--- src/rtl/clk_meas_pkg.sv ---
// Shared types and default parameters for the clock period meter.
package clk_meas_pkg;

    typedef enum logic [1:0] {
        ST_IDLE    = 2'd0,
        ST_ARM     = 2'd1,
        ST_MEASURE = 2'd2
    } meas_state_t;

    localparam int DEF_AVG_LOG2 = 2;
    localparam int DEF_TOL      = 0;

endpackage

--- src/rtl/sync_edge_det.sv ---
// Three-flop synchronizer for an asynchronous level, with a rising-edge pulse
// taken from the last two stages so the pulse is glitch-free.
module sync_edge_det (
    input  logic clk,
    input  logic rst,
    input  logic async_in,
    output logic rise
);

    logic [2:0] sync_q;
    logic [2:0] sync_d;

    always_comb begin
        sync_d = {sync_q[1:0], async_in};
    end

    always_ff @(posedge clk or posedge rst) begin
        if (rst) begin
            sync_q <= '0;
        end else begin
            sync_q <= sync_d;
        end
    end

    assign rise = sync_q[1] & ~sync_q[2];

endmodule

--- src/rtl/clk_period_meter.sv ---
// Measures the averaged period of an asynchronous divided clock in clk_in
// cycles and flags whether it is within TOL of the programmed ratio.
module clk_period_meter
    import clk_meas_pkg::*;
#(
    parameter int N        = 4,
    parameter int CW       = 16,
    parameter int AVG_LOG2 = DEF_AVG_LOG2,
    parameter int TOL      = DEF_TOL
) (
    input  logic          clk_in,
    input  logic          rst,
    input  logic          div_clk,
    input  logic          enable,
    input  logic [N-1:0]  expected,
    output logic [CW-1:0] period,
    output logic          period_valid,
    output logic          in_range,
    output logic          overflow
);

    localparam logic [CW-1:0] TOL_C = CW'(TOL);

    meas_state_t         state_q, state_d;
    logic [CW-1:0]       acc_q, acc_d;
    logic [AVG_LOG2-1:0] pcnt_q, pcnt_d;
    logic [CW-1:0]       period_q, period_d;
    logic                period_valid_q, period_valid_d;
    logic                in_range_q, in_range_d;
    logic                overflow_q, overflow_d;
    logic                enable_q, enable_d;

    logic                rise;
    logic                window_done;
    logic                acc_full;
    logic [CW-1:0]       avg;
    logic [CW-1:0]       exp_ext;
    logic [CW-1:0]       abs_diff;
    logic                range_ok;

    sync_edge_det u_sync (
        .clk      (clk_in),
        .rst      (rst),
        .async_in (div_clk),
        .rise     (rise)
    );

    assign window_done = rise && (&pcnt_q);
    assign acc_full    = &acc_q;
    assign avg         = acc_q >> AVG_LOG2;
    assign exp_ext     = {{(CW-N){1'b0}}, expected};
    // Unsigned magnitude of the difference, ordered so it can never wrap.
    assign abs_diff    = (avg >= exp_ext) ? (avg - exp_ext) : (exp_ext - avg);
    assign range_ok    = (abs_diff <= TOL_C);

    always_ff @(posedge clk_in or posedge rst) begin
        if (rst) begin
            state_q <= ST_IDLE;
        end else begin
            state_q <= state_d;
        end
    end

    always_comb begin
        state_d = state_q;
        if (!enable) begin
            state_d = ST_IDLE;
        end else begin
            case (state_q)
                ST_IDLE:    state_d = ST_ARM;
                ST_ARM:     if (rise) state_d = ST_MEASURE;
                ST_MEASURE: if (!window_done && acc_full) state_d = ST_ARM;
                default:    state_d = ST_IDLE;
            endcase
        end
    end

    always_comb begin
        acc_d          = acc_q;
        pcnt_d         = pcnt_q;
        period_d       = period_q;
        period_valid_d = 1'b0;
        in_range_d     = in_range_q;
        overflow_d     = overflow_q;
        enable_d       = enable;
        if (enable && !enable_q) begin
            overflow_d = 1'b0;
        end
        if (!enable) begin
            acc_d  = '0;
            pcnt_d = '0;
        end else begin
            case (state_q)
                ST_IDLE: begin
                    acc_d  = '0;
                    pcnt_d = '0;
                end
                ST_ARM: begin
                    if (rise) begin
                        acc_d  = CW'(1);
                        pcnt_d = '0;
                    end
                end
                ST_MEASURE: begin
                    // Count starts at 1 so acc equals k*P exactly at the k-th edge.
                    if (window_done) begin
                        period_d       = avg;
                        period_valid_d = 1'b1;
                        in_range_d     = range_ok;
                        acc_d          = CW'(1);
                        pcnt_d         = '0;
                    end else if (acc_full) begin
                        overflow_d = 1'b1;
                        period_d   = '1;
                        in_range_d = 1'b0;
                    end else if (rise) begin
                        acc_d  = acc_q + 1'b1;
                        pcnt_d = pcnt_q + 1'b1;
                    end else begin
                        acc_d = acc_q + 1'b1;
                    end
                end
                default: begin
                    acc_d  = '0;
                    pcnt_d = '0;
                end
            endcase
        end
    end

    always_ff @(posedge clk_in or posedge rst) begin
        if (rst) begin
            acc_q          <= '0;
            pcnt_q         <= '0;
            period_q       <= '0;
            period_valid_q <= 1'b0;
            in_range_q     <= 1'b0;
            overflow_q     <= 1'b0;
            enable_q       <= 1'b0;
        end else begin
            acc_q          <= acc_d;
            pcnt_q         <= pcnt_d;
            period_q       <= period_d;
            period_valid_q <= period_valid_d;
            in_range_q     <= in_range_d;
            overflow_q     <= overflow_d;
            enable_q       <= enable_d;
        end
    end

    assign period       = period_q;
    assign period_valid = period_valid_q;
    assign in_range     = in_range_q;
    assign overflow     = overflow_q;

endmodule

--- config.mk ---
export PLATFORM = sky130hd
export DESIGN_NAME = clk_period_meter
export DESIGN_NICKNAME = d
export VERILOG_FILES = /design/src/rtl/clk_meas_pkg.sv /design/src/rtl/sync_edge_det.sv /design/src/rtl/clk_period_meter.sv
export SDC_FILE = /design/constraint.sdc
export NUM_CORES = 1
export LEC_CHECK = 0
export ABC_AREA = 1
export BUFFER_PORTS_ARGS = -buffer_cell sky130_fd_sc_hd__buf_2
export CAP_MARGIN = 5
export CORE_AREA = 2 2 117 85
export DETAILED_ROUTE_END_ITERATION = 6
export DIE_AREA = 0 0 119 87
export PLACE_DENSITY = 0.46
export SLEW_MARGIN = 20
export SYNTH_ARGS = -nofsm -noshare
export SYNTH_HDL_FRONTEND = slang
export SYNTH_HIERARCHICAL = 1
export SYNTH_SLANG_ARGS = --single-unit
--- constraint.sdc ---
create_clock -name clk_in -period 4.75 [get_ports clk_in]
set_input_delay 0 -clock clk_in [delete_from_list [all_inputs] [get_ports clk_in]]
set_output_delay 0 -clock clk_in [all_outputs]
set_load 0.05 [all_outputs]
# Word-level counts from Yosys, hierarchy flattened
# Cells that the tools add are included.
[word_totals] reg_bits=43 inputBits=8
[classes] n_lt_le_gt_ge=2 add_sub_neg=4 bitwise=2 muxes=28 reduce_logical=13 eq_ne=6
[op_table] operator="2-to-1 mux 16 bit" n=7
[op_table] operator="case mux 16 bit (2 select lines)" n=1
[op_table] operator="adder 16 x 1 -> 16 bit (second input constant)" n=1
[op_table] operator="<= comparator 16 x 1 -> 1 bit (second input constant)" n=1
[op_table] operator="2-to-1 mux 2 bit" n=8
[op_table] operator="AND reduction 16 bit" n=1
[op_table] operator="subtractor 14 x 4 -> 15 bit" n=1
[op_table] operator="subtractor 4 x 14 -> 15 bit" n=1
[op_table] operator="greater-or-equal comparator 14 x 4 -> 1 bit" n=1
[op_table] operator="2-to-1 mux 1 bit" n=10
[op_table] operator="!= test 4 bit (second input constant)" n=2
[op_table] operator="!= test 3 bit (second input constant)" n=2
[op_table] operator="case mux 2 bit (3 select lines)" n=1
[op_table] operator="AND reduction 2 bit" n=3
[op_table] operator="AND reduction 3 bit" n=2
[op_table] operator="case mux 2 bit (2 select lines)" n=1
[op_table] operator="logical AND 1 bit" n=3
[op_table] operator="adder 2 x 1 -> 2 bit (second input constant)" n=1
[op_table] operator="== test 2 x 1 -> 1 bit (second input constant)" n=1
[op_table] operator="== test 2 bit (second input constant)" n=1
[op_table] operator="logical NOT 1 bit" n=2
[op_table] operator="logical NOT 2 bit" n=1
[op_table] operator="nonzero test 2 bit" n=1
[op_table] operator="AND 1 bit" n=1
[op_table] operator="inverter 1 bit" n=1

# Longest topological paths before layout
[depth] depth_word=8 mapped_depth=16

# By module
# The synthesis kept the hierarchy.
[by_module_without_submodules] module="clk_period_meter" area_each_um2=2632.5 cells_per_inst=373 seq_area_each_um2=975.9 n_inst=1
[by_module_without_submodules] module="sync_edge_det" area_each_um2=88.8 cells_per_inst=6 seq_area_each_um2=75.1 n_inst=1

# Least setup slack after synthesis
# No wires, ideal clock.
[synth_path] kind="register to register" from="register acc_q[4]" to="register in_range_q (netlist: in_range)" path_buffers=1 setup_ns=0.118 arrival_time_ns=1.711 stages_incl_launch_ff=16 slack_ns=2.921 period_less_slack_ns=1.829 path_cell_list="dfrtp_1 > ha_1 > buf_2 > nand2_1 > nor2_1 > nand2_1 > nor2_1 > inv_1 > nand2_4 > nand2_1 > nand2_1 > nor2_1 > nand2_1 > nor2_1 > nand2_1 > nand2_1"
[synth_via] elab_chain_len=4
[synth_rtl] element="start, declared" line="clk_period_meter.sv:25" text="logic [CW-1:0] acc_q, acc_d;"
[synth_rtl] element="start signal, assigned" line="clk_period_meter.sv:133" text="acc_q <= '0;"
[synth_rtl] element="start signal, assigned" line="clk_period_meter.sv:141" text="acc_q <= acc_d;"
[synth_rtl] element="subtractor 4 x 14 -> 15 bit, or another cell as far along" line="clk_period_meter.sv:53" text="assign abs_diff = (avg >= exp_ext) ? (avg - exp_ext) : (exp_ext - avg);"
[synth_rtl] element="2-to-1 mux 16 bit" line="clk_period_meter.sv:53"
[synth_rtl] element="<= comparator 16 x 1 -> 1 bit" line="clk_period_meter.sv:54" text="assign range_ok = (abs_diff <= TOL_C);"
[synth_rtl] element="2-to-1 mux 1 bit" line="clk_period_meter.sv:106" text="if (window_done) begin"
[synth_rtl] element="end signal, assigned" line="clk_period_meter.sv:145" text="in_range_q <= in_range_d;"
[synth_rtl] element="end, declared" line="clk_period_meter.sv:29" text="logic in_range_q, in_range_d;"
# Parallel ways exist; a longest one is shown, timed or not.
# A chain may end at the register's enable or synchronous reset.

# Final worst setup path
# Same ends and word-level chain as after synthesis.

==> impl_results.html <==
<table>
<tr><th>Metric</th><th>Value</th></tr>
<tr><th colspan="2">Status</th></tr>
<tr><td>Run status</td><td>finished clean</td></tr>
<tr><th colspan="2">GRT</th></tr>
<tr><td>Wire length of the first global-routing pass</td><td>~12 mm</td></tr>
<tr><td>Vias in the first global route</td><td>between 2000 and 2500</td></tr>
<tr><td>GR Overflow Total</td><td>0</td></tr>
<tr><td>Number of antenna violations at the first check in global routing</td><td>0</td></tr>
<tr><td>Overall global routing resource usage</td><td>14.9%</td></tr>
<tr><td>Pin count of the biggest net entering global routing</td><td>40</td></tr>
<tr><th colspan="2">Worst setup path</th></tr>
<tr><td>Crit path largest cell delay</td><td>between 400 and 500 ps</td></tr>
<tr><td>CP Max Fanout</td><td>7</td></tr>
<tr><td>Endpoint required time on the critical path</td><td>~5000 ps</td></tr>
<tr><td>Cell repeated most along the worst path</td><td>sky130_fd_sc_hd__nand2_1</td></tr>
<tr><td>Critical-path top delay cell</td><td>sky130_fd_sc_hd__ha_1</td></tr>
<tr><td>Kind of capture point of the worst setup path</td><td>flip-flop</td></tr>
<tr><td>Series of cell instances along the critical path</td><td>ha_1 &gt; nand2_1 &gt; nor2_1 &gt; nand2_1 &gt; nor2_1 &gt; inv_1 &gt; nand3_1 &gt; nand2_1 &gt; nor2_1 &gt; nand2_1 &gt; nor2_1 &gt; nand2_1 &gt; nand2_1</td></tr>
<tr><td>Cell count of the worst reg-to-reg path</td><td>13</td></tr>
<tr><td>Classification of the worst setup path</td><td>reg2reg</td></tr>
<tr><td>Crit path arrival time</td><td>roughly 2400 ps</td></tr>
<tr><td>Startpoint type of the worst setup path</td><td>flip-flop</td></tr>
<tr><th colspan="2">Route</th></tr>
<tr><td>Final antenna-violating net count</td><td>0</td></tr>
<tr><td>Number of design-rule violations left by the first detailed-router iteration</td><td>roughly 200</td></tr>
<tr><td>Drt via density</td><td>about 4.5</td></tr>
<tr><td>Post-DR wirelength/cell</td><td>13.7 um</td></tr>
<tr><td>Vias post-DR</td><td>approximately 2400</td></tr>
<tr><td>Number of design rule violations left after detail routing</td><td>0</td></tr>
<tr><td>Detailed-routing iteration count for the pre-antenna-repair pass</td><td>4</td></tr>
<tr><td>Detailed Route WL</td><td>between 7 and 8 mm</td></tr>
<tr><th colspan="2">Final layout</th></tr>
<tr><td>Utilization after layout</td><td>between 30% and 40%</td></tr>
<tr><td>Fraction of layout instances using a drive strength above 1</td><td>13.6%</td></tr>
<tr><td>Antenna Cells</td><td>0</td></tr>
<tr><td>Area of all placed cells without fillers</td><td>about 0.0032 sq mm</td></tr>
<tr><td>Filler Cell Count</td><td>1035</td></tr>
<tr><td>Number of nets in the final layout</td><td>approximately 430</td></tr>
<tr><td>Area grow syn2layout</td><td>16.5%</td></tr>
<tr><th colspan="2">Yosys</th></tr>
<tr><td>Register area share after synthesis</td><td>approximately two fifths</td></tr>
<tr><td>Synth cell count leaders</td><td>78 x sky130_fd_sc_hd__nand2_1, 59 x sky130_fd_sc_hd__nor2_1, 58 x sky130_fd_sc_hd__inv_1</td></tr>
<tr><td>Number of distinct library cell variants in the gate-level netlist after synthesis</td><td>32</td></tr>
<tr><td>Yosys warns</td><td>6</td></tr>
<tr><td>Cell with the most instances after synthesis</td><td>sky130_fd_sc_hd__nand2_1</td></tr>
<tr><td>Cell count after synthesis</td><td>around 380</td></tr>
<tr><td>Portion of synthesized cell area occupied by the leading cell type</td><td>38.6%</td></tr>
<tr><td>Average footprint of a synthesized cell</td><td>a little over 7 sq um</td></tr>
<tr><td>Syn nets</td><td>400</td></tr>
<tr><td>Post-synthesis async set-or-reset flop share</td><td>100%</td></tr>
<tr><td>Synth area leader</td><td>sky130_fd_sc_hd__dfrtp_1</td></tr>
<tr><td>Synth area leaders</td><td>sky130_fd_sc_hd__dfrtp_1 39%, sky130_fd_sc_hd__nand2_1 11%, sky130_fd_sc_hd__nor2_1 8.1%</td></tr>
<tr><td>Count of state elements after synthesis</td><td>42</td></tr>
<tr><td>Number of synthesized flops with an enable pin</td><td>0</td></tr>
<tr><td>Most frequently used flop master after synthesis</td><td>sky130_fd_sc_hd__dfrtp_1</td></tr>
<tr><td>Combined area of all synthesized cells</td><td>0.00272 sq mm</td></tr>
<tr><th colspan="2">Clock tree</th></tr>
<tr><td>Gates resized, CTS repair</td><td>0</td></tr>
<tr><td>Number of H-tree levels</td><td>2</td></tr>
<tr><td>Root buffer selected by CTS</td><td>sky130_fd_sc_hd__clkbuf_16</td></tr>
<tr><td>Buffer depth of the longest clock path</td><td>2</td></tr>
<tr><td>Clock transition at the registers of the reported paths</td><td>about 60 ps</td></tr>
<tr><td>CTS tree</td><td>done</td></tr>
<tr><td>Skew-Pair Late Insertion Delay</td><td>slightly below 300 ps</td></tr>
<tr><td>Clock buffers created by TritonCTS</td><td>5</td></tr>
<tr><td>Number of sinks driven by the clock tree</td><td>between 40 and 50</td></tr>
<tr><th colspan="2">Floorplanning</th></tr>
<tr><td>Total number of placement rows</td><td>30</td></tr>
<tr><td>Floorplan die width</td><td>roughly 120 um</td></tr>
<tr><td>Die Outline Area</td><td>just over 0.01 sq mm</td></tr>
<tr><td>Die span in y</td><td>87 um</td></tr>
<tr><td>Effective utilization at floorplan</td><td>between 20 and 30%</td></tr>
<tr><td>Number of ports placed on the die boundary</td><td>27</td></tr>
<tr><td>Area of the core</td><td>0.00935 sq mm</td></tr>
<tr><th colspan="2">Pwr</th></tr>
<tr><td>Cell area power density</td><td>roughly 290 mW/mm^2</td></tr>
<tr><td>Worst IR Drop VDD</td><td>around 120 uV</td></tr>
<tr><td>Leakage</td><td>1.65 nW</td></tr>
<tr><th colspan="2">STA</th></tr>
<tr><td>Final Critical Period</td><td>~2200 ps</td></tr>
<tr><td>Slack of the critical path</td><td>between 2000 and 3000 ps</td></tr>
<tr><td>Final Cycle Share</td><td>between 40% and 50%</td></tr>
<tr><td>Fin Hold WS</td><td>about 120 ps</td></tr>
<tr><td>Relative slew margins</td><td>52.0%</td></tr>
<tr><td>Setup TNS</td><td>0 ps</td></tr>
<tr><td>Fmax</td><td>0.451 GHz</td></tr>
<tr><td>Final-report hold violation count</td><td>0</td></tr>
<tr><td>Number of max-slew violations in the final report</td><td>0</td></tr>
<tr><td>Worst Skew</td><td>approximately 7.6 ps</td></tr>
<tr><td>Slew at the pin closest to its max-slew limit</td><td>roughly 700 ps</td></tr>
<tr><td>Count of endpoints failing setup in the final report</td><td>0</td></tr>
<tr><td>Unrepaired setup endpoints after global routing</td><td>false</td></tr>
<tr><th colspan="2">Placement</th></tr>
<tr><td>Dpl hpwl</td><td>5.82 mm</td></tr>
<tr><td>Placement Setup Slack</td><td>2530 ps</td></tr>
<tr><td>Global placement routability congestion</td><td>between 0.9 and 1</td></tr>
<tr><td>Placement-stage cell area</td><td>around 0.0030 sq mm</td></tr>
<tr><td>I/O Buffers</td><td>26</td></tr>
<tr><th colspan="2">Min path</th></tr>
<tr><td>Type of the tightest min-delay check</td><td>in2async</td></tr>
<tr><th colspan="2">Flow run</th></tr>
<tr><td>Maximum Capacitance Violations</td><td>0</td></tr>
</table>
-- flip-flops by register name (all words and copies together) (netlist names) --
| register | cells |
|---|---|
| acc_q | 16 |
| period | 15 |
| u_sync/sync_q | 3 |
| pcnt_q | 2 |
| state_q | 2 |
| enable_q | 1 |
| in_range | 1 |
| overflow | 1 |
| period_valid | 1 |
-- path summary, 6_finish.rpt --
kind	endpoint	slack (ps)	from
max	in_range	2530	acc_q[4]
min in group clk_in	u_sync/sync_q[0]	360	div_clk
max in group asynchronous	acc_q[7]	3990	rst
min reg2reg	u_sync/sync_q[1]	370	u_sync/sync_q[0]
max reg2reg	in_range	2530	acc_q[4]
min	u_sync/sync_q[0]	120	rst
-- per-layer routing --
layer  global-route usage, %  share of wire, %  up-vias
li1                        -                 -     1259
met1                    22.9                55     1094
met2                    20.6                39       60
met3                    3.53               5.4       10
met4                    3.57               1.2        0
met5                       0                 0        -
-- final cells by class --
cell class / instances / area [sq um] / share of cell area (%)
clock buffers: 7 / 133 / 4.18
clock inverters: 1 / 30.0 / 0.947
inverters: 64 / 243 / 7.66
multi-input cells: 267 / 1390 / 43.7
flip-flops and latches: 42 / 1050 / 33.1
well taps: 128 / 160 / 5.05
repair buffers: 30 / 168 / 5.29
-- power breakdown --
part / internal [W] / switching (W) / leakage (nW)
sequential: 0.000371 / 0.0000110 / 0.575
combinational: 0.0000507 / 0.000109 / 1.00
clock: 0.000249 / 0.000142 / 0.0781
-- worst max-delay path, delay by kind of cell (launching register included) --
family | cells | cell delay [ps]
DFF | 1 | 420
and+or+nand+nor | 11 | 1140
adders and majority gates | 1 | 460
buffers and inverters | 1 | 140
-- stage by stage --
stage | std cells | power, W
global route | 539 | 0.000981
floorplan | 379 | 0.000510
CTS | 539 | 0.000941
finish | 539 | 0.000933
global placement | 528 | 0.000550
detailed placement | 528 | 0.000548
-- cells in the final DEF, fill, tap and decap left out, types with 3 or more instances in the layout --
cell type,count
sky130_fd_sc_hd__a21oi_1,29
sky130_fd_sc_hd__nand4_1,5
sky130_fd_sc_hd__inv_1,58
sky130_fd_sc_hd__dfrtp_1,42
sky130_fd_sc_hd__nor2_2,4
sky130_fd_sc_hd__o21ai_0,12
sky130_fd_sc_hd__buf_2,26
sky130_fd_sc_hd__nand2_1,78
sky130_fd_sc_hd__inv_2,5
sky130_fd_sc_hd__clkbuf_16,5
sky130_fd_sc_hd__ha_1,13
sky130_fd_sc_hd__nand2_2,3
sky130_fd_sc_hd__xor2_1,8
sky130_fd_sc_hd__nor2_1,58
sky130_fd_sc_hd__nor3_1,7
sky130_fd_sc_hd__dlygate4sd3_1,3
sky130_fd_sc_hd__nand3_1,32
-- kinds of logic (layout without fill, tap and decap cells) --
kind of cell | after synthesis | in the layout | synth area share (%)
AND/OR/NAND/NOR | 197 | 197 | 32.8
buffers and inverters | 70 | 102 | 10.5
AO/OA/AOI/OAI | 49 | 49 | 9.52
flip-flops | 42 | 42 | 38.6
adder cells (fa/ha/maj) | 13 | 13 | 5.98
XOR/XNOR | 8 | 8 | 2.57
-- repair_timing --
item                                   in CTS  in global routing
hold buffers                                3                  0
buffers inserted                            0                  0
endpoints found under the hold margin      44                  0
No activity file was read; power rests on OpenSTA's default activity.
